===== src/rtl/top_level_module_pkg.sv =====
// Shared seven-segment definitions: segment vector type, digit glyphs and the
// fixed all-on / all-off / dash patterns. Bit order is {g,f,e,d,c,b,a}.
package top_level_module_pkg;

    typedef logic [6:0] seg_t;

    localparam seg_t SEG_D0   = 7'h3F;
    localparam seg_t SEG_D1   = 7'h06;
    localparam seg_t SEG_D2   = 7'h5B;
    localparam seg_t SEG_D3   = 7'h4F;
    localparam seg_t SEG_D4   = 7'h66;
    localparam seg_t SEG_D5   = 7'h6D;
    localparam seg_t SEG_D6   = 7'h7D;
    localparam seg_t SEG_D7   = 7'h07;
    localparam seg_t SEG_D8   = 7'h7F;
    localparam seg_t SEG_D9   = 7'h6F;
    localparam seg_t SEG_DASH = 7'h40;
    localparam seg_t ALL_ON   = 7'h7F;
    localparam seg_t ALL_OFF  = 7'h00;

    // Codes above nine are not decimal digits and display as a dash.
    function automatic logic is_valid_bcd(input logic [3:0] code);
        return (code <= 4'd9);
    endfunction

endpackage


===== src/rtl/top_level_module_bcd_to_seg7.sv =====
// Purely combinational BCD to active-high segment decoder with an
// invalid-code flag.
module bcd_to_seg7
    import top_level_module_pkg::*;
(
    input  logic [3:0] bcd,
    output seg_t       pat,
    output logic       invalid
);

    // Glyph lookup; any non-decimal code maps to the dash.
    always_comb begin
        pat = SEG_DASH;
        case (bcd)
            4'd0:    pat = SEG_D0;
            4'd1:    pat = SEG_D1;
            4'd2:    pat = SEG_D2;
            4'd3:    pat = SEG_D3;
            4'd4:    pat = SEG_D4;
            4'd5:    pat = SEG_D5;
            4'd6:    pat = SEG_D6;
            4'd7:    pat = SEG_D7;
            4'd8:    pat = SEG_D8;
            4'd9:    pat = SEG_D9;
            default: pat = SEG_DASH;
        endcase
    end

    // Invalid flag follows the same decimal-range rule as the glyph table.
    always_comb begin
        if (is_valid_bcd(bcd)) begin
            invalid = 1'b0;
        end else begin
            invalid = 1'b1;
        end
    end

endmodule


===== src/rtl/top_level_module.sv =====
// Registered seven-segment driver: lamp-test / blank override mux over a held
// BCD decode, optional output inversion, and the output registers.
module top_level_module
    import top_level_module_pkg::*;
#(
    parameter bit SEG_ACTIVE_LOW = 1'b0
) (
    input  logic       clk,
    input  logic       rst_n,
    input  logic [3:0] bcd,
    input  logic       en,
    input  logic       blank,
    input  logic       lamp_test,
    output logic [6:0] seg7,
    output logic       err
);

    localparam seg_t RST_SEG = SEG_ACTIVE_LOW ? ~ALL_OFF : ALL_OFF;

    seg_t dec_pat_s;
    logic dec_err_s;
    logic sample_s;
    seg_t next_pat_s;
    seg_t seg_next_s;
    seg_t seg_drive_s;
    logic err_next_s;

    seg_t held_pat_r;
    seg_t seg7_r;
    logic err_r;

    bcd_to_seg7 u_dec (
        .bcd     (bcd),
        .pat     (dec_pat_s),
        .invalid (dec_err_s)
    );

    // A digit is only taken in when enabled and no override is active; the
    // held pattern lets the display return to it once an override clears.
    always_comb begin
        sample_s = en && !lamp_test && !blank;
        if (sample_s) begin
            next_pat_s = dec_pat_s;
            err_next_s = dec_err_s;
        end else begin
            next_pat_s = held_pat_r;
            err_next_s = err_r;
        end
    end

    // Override priority: lamp test beats blank beats the decoded digit.
    always_comb begin
        if (lamp_test) begin
            seg_next_s = ALL_ON;
        end else if (blank) begin
            seg_next_s = ALL_OFF;
        end else begin
            seg_next_s = next_pat_s;
        end
    end

    // Polarity applied just ahead of the output register.
    always_comb begin
        if (SEG_ACTIVE_LOW) begin
            seg_drive_s = ~seg_next_s;
        end else begin
            seg_drive_s = seg_next_s;
        end
    end

    // Output and held-decode registers with synchronous active-low reset.
    always_ff @(posedge clk) begin
        if (!rst_n) begin
            seg7_r     <= RST_SEG;
            err_r      <= 1'b0;
            held_pat_r <= ALL_OFF;
        end else begin
            seg7_r     <= seg_drive_s;
            err_r      <= err_next_s;
            held_pat_r <= next_pat_s;
        end
    end

    assign seg7 = seg7_r;
    assign err  = err_r;

endmodule


===== config.mk =====
export PLATFORM = sky130hd
export DESIGN_NAME = top_level_module
export DESIGN_NICKNAME = d
export VERILOG_FILES = /design/src/rtl/top_level_module_pkg.sv /design/src/rtl/top_level_module_bcd_to_seg7.sv /design/src/rtl/top_level_module.sv
export SDC_FILE = /design/constraint.sdc
export NUM_CORES = 1
export LEC_CHECK = 0
export ABC_AREA = 1
export CAP_MARGIN = 20
export CORE_MARGIN = 3
export CORE_UTILIZATION = 30
export DETAILED_ROUTE_END_ITERATION = 10
export SKIP_LAST_GASP = 1
export SYNTH_ARGS = -nofsm -noshare
export SYNTH_HDL_FRONTEND = slang
export SYNTH_SLANG_ARGS = --single-unit

===== constraint.sdc =====
create_clock -name clk -period 0.9 [get_ports clk]
set_input_delay 0.135 -clock clk [delete_from_list [all_inputs] [get_ports clk]]
set_output_delay 0.135 -clock clk [all_outputs]
set_load 0.05 [all_outputs]

==> results of run 1 <==
-- Yosys cell counts --
cell type  count
nand2_1       36
dfxtp_1       15
inv_1         11
nand3_1       11
ha_1           7
a21oi_1        6
nor2_1         5
o21ai_0        4
nor2_2         3
nor2_4         2
and2_1         1
buf_6          1
clkbuf_2       1
inv_2          1
nand2_4        1
nand4_1        1
-- registers in the layout, indices dropped and copies added (netlist names) --
register,cells
seg7,7
err,1
held_pat_r,7
-- kinds of logic after synthesis --
group	share of synthesized area
simple gates	0.354
flops	0.388
fa+ha+maj	0.113
buf+inv	0.0793
compound gates	0.0647
-- worst paths after layout --
| check | slack (ns) | end | start |
|---|---|---|---|
| worst max-delay path | -0.02 | err | err$_SDFFE_PN0N_ |
| worst min-delay path | 0.32 | err$_SDFFE_PN0N_ | rst_n |
| worst max register to register | 0.20 | seg7[3]$_SDFF_PN0_ | held_pat_r[3]$_SDFF_PN0_ |
| worst min register to register | 0.47 | held_pat_r[0]$_SDFF_PN0_ | held_pat_r[0]$_SDFF_PN0_ |
-- power by group through the flow --
stage	clock network, uW	logic, uW	registers (uW)
floorplan	0	136	812
global placement	0	415	740
detailed placement	0	421	741
CTS	391	425	729
global route	432	469	733
finish	374	432	729
-- through the flow --
step	setup TNS, ns	instance area, um2	util	total power (uW)
floorplan	0	777	-	947
global placement	-8.58	1100	0.476	1160
detailed placement	-8.81	1100	0.476	1160
CTS	-0.0320	1160	0.501	1550
global route	-0.279	1180	0.510	1630
finish	-0.0215	1180	0.510	1530
-- layout by cell type (no fill, tap or decap), drive strengths merged --
cell           Yosys  final
a21oi              6      6
and2               1      1
buf                1     21
clkbuf             1      5
clkdlybuf4s15      0      2
dfxtp             15     15
dlygate4sd2        0      3
ha                 7      7
inv               12     12
nand2             37     37
nand3             11     11
nand4              1      1
nor2              10     10
o21ai              4      4
-- timing repair --
item	in CTS	in global routing
gates resized for setup	27	10
setup endpoints to repair	23	14
buffers inserted	1	1
pin swaps	7	6
-- cell type report --
cell class                      count  area share
Multi-Input combinational cell     77       0.384
Sequential cell                    15       0.262
Timing Repair Buffer               27       0.257
Inverter                           12      0.0444
Tap cell                           28      0.0296
Clock buffer                        4      0.0222
-- layer usage --
metal | vias to the layer above | GRT usage
met2 | 17 | 0.211
met1 | 342 | 0.128
met3 | 5 | 0.0506
met5 | - | 0
li1 | 389 | -
met4 | 0 | 0.0430
==> flow_summary.ini, run 1 <==
[setup_path]
crit_arrival_ns = 0.79
critPathTopFamily = flip-flops
critical_path_class = reg -> out
cp_slowest_cell = dfxtp_2
rr_worst_depth = 4
startpoint_type = register
required_ns = 0.76
cp_max_fo = 2
crit_path_end_kind = output port
slowest_delay_ns = 0.37
worst-path-buf-inv = 1
crit_chain = buf_12
cp.depth = 1

[power]
p_leak_uw = 0.000581
pwr-share-seq = 0.475
ir_drop_v = 0.00112
internal-power_uw = 1070
power_frac_comb = 0.281
cellPowerDensity_nw_per_um2 = 1300
p_sw_frac = 0.301
pwr-share-clk = 0.244
power_switching_uw = 461

[timing]
hold_ws_ns = 0.325
grt_setup_unrepaired = yes
timing.fmax_mhz = 1090
fin_skew_ns = 0.000321
hold_violations = 0
maxSlewViolCount = 0
min_period_ns = 0.922
worst_slew_pin_slew_ns = 0.227
relSlewSlack = 0.848
post-route-period-util = 1.02
setup_ws_ns = -0.0215
setup_viol = 1

[logic_synthesis]
ys_seq_area_frac = 0.388
synth.largest_area_cell = dfxtp_1
synth_area_leaders = dfxtp_1 39%, nand2_1 17%, ha_1 11%
ys_ff_latch = 15
avgSynthCellArea_um2 = 7.29
synth_top_area_frac = 0.388
synthCells = 106
ys_types = 16
synth_area_um2 = 773
yosysWarnings = 0
syn-num-nets = 122

[die]
chipHeight_um = 56.8
start_util = 0.334
num_io_pins = 17
dieArea_um2 = 3220
dieWidth_um = 56.8
core-area_um2 = 2320
num_rows = 17

[finish]
finalNetCount = 152
n_antenna_cell = 0
area_delta_synth_final_pct = 52.9
fin_cells = 163
layout-drive-gt1-share = 0.363
fillers = 225
ff_latch_area_um2 = 310
multi_input_area_um2 = 454

[routing]
routed_wl_um = 1720
viasPerCell = 4.62
drt_iter0_markers = 13
antenna_left = 0
wl_met2_um = 894
route.met3.wl_um = 86
drc = 0
m1WireLength_um = 714
top_layer = met4
dr.pass1.iters = 7
num_vias = 753
avgRoutedWirePerCell_um = 10.5

[clocking]
clk_pin_slew_ns = 0.08
worstSkewPairLatency_ns = 0.28
cts-buffers-inserted = 3
cts_htree_levels = 1
holdBufCountCts = 0
cts_tree = built
root_buffer = clkbuf_4
cts.sinks = 15
clk_path_buf_depth = 2

[global_routing]
grt.overflow.total = 0
grt_pass1_wl_um = 3060
antenna_found_initial = 0
grt_pass1_vias = 775
grt_max_degree = 9
grt_use_total = 0.121

[flow_run]
drv_cap = 0

[status]
violations = setup timing
run_status = finished with violations

[place]
dp_slack_ns = -0.665
placed_cells = 157
post-dp-hpwl_um = 1370
place.gp.congestion = 0.882
io_buffers = 16

[min_path]
min_path_cells = 3
hp-class = in -> reg
Power figures use the tool's default switching activity.
==> inputs of run 2 (changes only) <==
- CTS_CLUSTER_SIZE: unset -> 10
==> results of run 2 <==
The final DEF is identical to that of run 1; final timing and power are the same.
==> inputs of run 3 (changes only) <==
- CORE_UTILIZATION: 30 -> 43
- CTS_CLUSTER_SIZE: 10 -> 14
- PLACE_DENSITY: unset -> 0.72
==> flow_summary.ini, run 3 (synthesized netlist as in run 1, its figures left out) <==
[finish]
finalNetCount = 151
postLayoutCoreUtil = 0.737
layout-drive-gt1-share = 0.410
area_delta_synth_final_pct = 51.9
final_common_cell = nand2_1
n_antenna_cell = 0
fin_cells = 158
final_cell_mix = 29 x nand2_1, 10 x nand3_1, 8 x dfxtp_2, 8 x buf_12, 8 x buf_4

[die]
num_io_pins = 17
start_util = 0.485
dieWidth_um = 48.4
dieArea_um2 = 2340
num_rows = 14
core-area_um2 = 1590
chipHeight_um = 48.4

[routing]
avgRoutedWirePerCell_um = 11.2
viasPerCell = 4.59
num_vias = 725
dr.pass1.iters = 4
drt_iter0_markers = 22
m1WireLength_um = 763
drc = 0
routed_wl_um = 1770
top_layer = met4
antenna_left = 0
wl_met2_um = 918
route.met3.wl_um = 71

[min_path]
hold_end = seg7[2]$_SDFF_PN0_
hp-start = blank
min_path_cells = 4
hp-class = in -> reg

[setup_path]
slowest_delay_ns = 0.36
critPathTopFamily = flip-flops
critical_path_class = reg -> out
required_ns = 0.76
crit_path_end_kind = output port
reg2reg_slack_ns = 0.19
crit_arrival_ns = 0.78
cp_max_fo = 2
rr_endpoint = held_pat_r[4]$_SDFF_PN0_
worst-path-buf-inv = 1
r2r-start = held_pat_r[4]$_SDFF_PN0_
crit_chain = buf_12
cp_slowest_cell = dfxtp_2
rr_worst_depth = 3
startpoint_type = register

[power]
p_total_uw = 1540
power_frac_comb = 0.282
p_leak_uw = 0.000578
ir_drop_v = 0.00102
pwr-share-clk = 0.246
pwr-share-seq = 0.472
internal-power_uw = 1070
cellPowerDensity_nw_per_um2 = 1310
power_switching_uw = 472
p_sw_frac = 0.305

[place]
placed_cells = 152
io_buffers = 16
place.gp.congestion = 0.756
post-dp-hpwl_um = 1270

[global_routing]
grt.overflow.total = 0
grt_pass1_vias = 695
grt_max_degree = 9
grt_pass1_wl_um = 2860
grt_use_total = 0.151
antenna_found_initial = 0

[clocking]
worstSkewPairLatency_ns = 0.28
holdBufCountCts = 0
cts.sinks = 15
cts_tree = built
cts_htree_levels = 1
cts-buffers-inserted = 3
clk_path_buf_depth = 2
root_buffer = clkbuf_4
clk_pin_slew_ns = 0.09

[flow_run]
drv_cap = 0

[timing]
hold_violations = 0
fin_skew_ns = 0.000170
grt_setup_unrepaired = yes
relSlewSlack = 0.841
timing.fmax_mhz = 1100
setup_viol = 2
min_period_ns = 0.910
tns_ns = -0.0157
maxSlewViolCount = 0
post-route-period-util = 1.01
worst_slew_pin_slew_ns = 0.239
setup_ws_ns = -0.0104

[status]
violations = setup timing
run_status = finished with violations
run 3: changes by cell type in the layout (fill, tap and decap cells not counted), sizes merged:
cell           before  now
buf                21   19
clkbuf              5    8
clkdlybuf4s15       2    0
run 3: layout make-up:
cell class	instances	area, um2
fillers	117	419
well taps	24	30.0
flip-flops and latches	15	310
repair buffers	26	294
multi-input cells	77	464
inverters	12	50.0
clock buffers	4	26.3
run 3: repair_timing:
item	4_1_cts	5_1_grt
buffers inserted	1	1
gates cloned	0	0
gates resized for setup	28	16
endpoints found under the setup margin	23	19
pin swaps	8	8
run 3: power groups by stage:
stage	registers (uW)	logic, uW	clock network [uW]
2_1_floorplan	812	136	0
3_3_place_gp	740	407	0
3_5_place_dp	742	413	0
4_1_cts	731	421	382
5_1_grt	734	469	421
6_report	730	435	379
run 3: routing by layer:
metal / global-route usage / vias up
li1: - / 385
met1: 0.189 / 321
met2: 0.250 / 17
met3: 0.0460 / 2
met4: 0.0427 / 0
met5: 0 / -
run 3: through the flow:
step | hold WS, ns | setup WS (ns) | instance area [um2]
finish | 0.238 | -0.0104 | 1170
CTS | 0.341 | -0.0156 | 1150
global placement | 0.456 | -0.660 | 1090
floorplan | 0.294 | 0.000853 | 777
detailed placement | 0.463 | -0.679 | 1090
global route | 0.249 | -0.0488 | 1170
run 3: how the worst max path moves through the flow:
stage          slack [ns]                  to              from  cells past startpoint
2_1_floorplan      0.0009  seg7[3]$_SDFF_PN0_            bcd[1]                      8
3_3_place_gp        -0.66  seg7[3]$_SDFF_PN0_            bcd[1]                      9
3_5_place_dp        -0.68  seg7[3]$_SDFF_PN0_            bcd[1]                      9
4_1_cts             -0.02                 err  err$_SDFFE_PN0N_                      1
5_1_grt             -0.05                 err  err$_SDFFE_PN0N_                      1
6_report            -0.01                 err  err$_SDFFE_PN0N_                      1
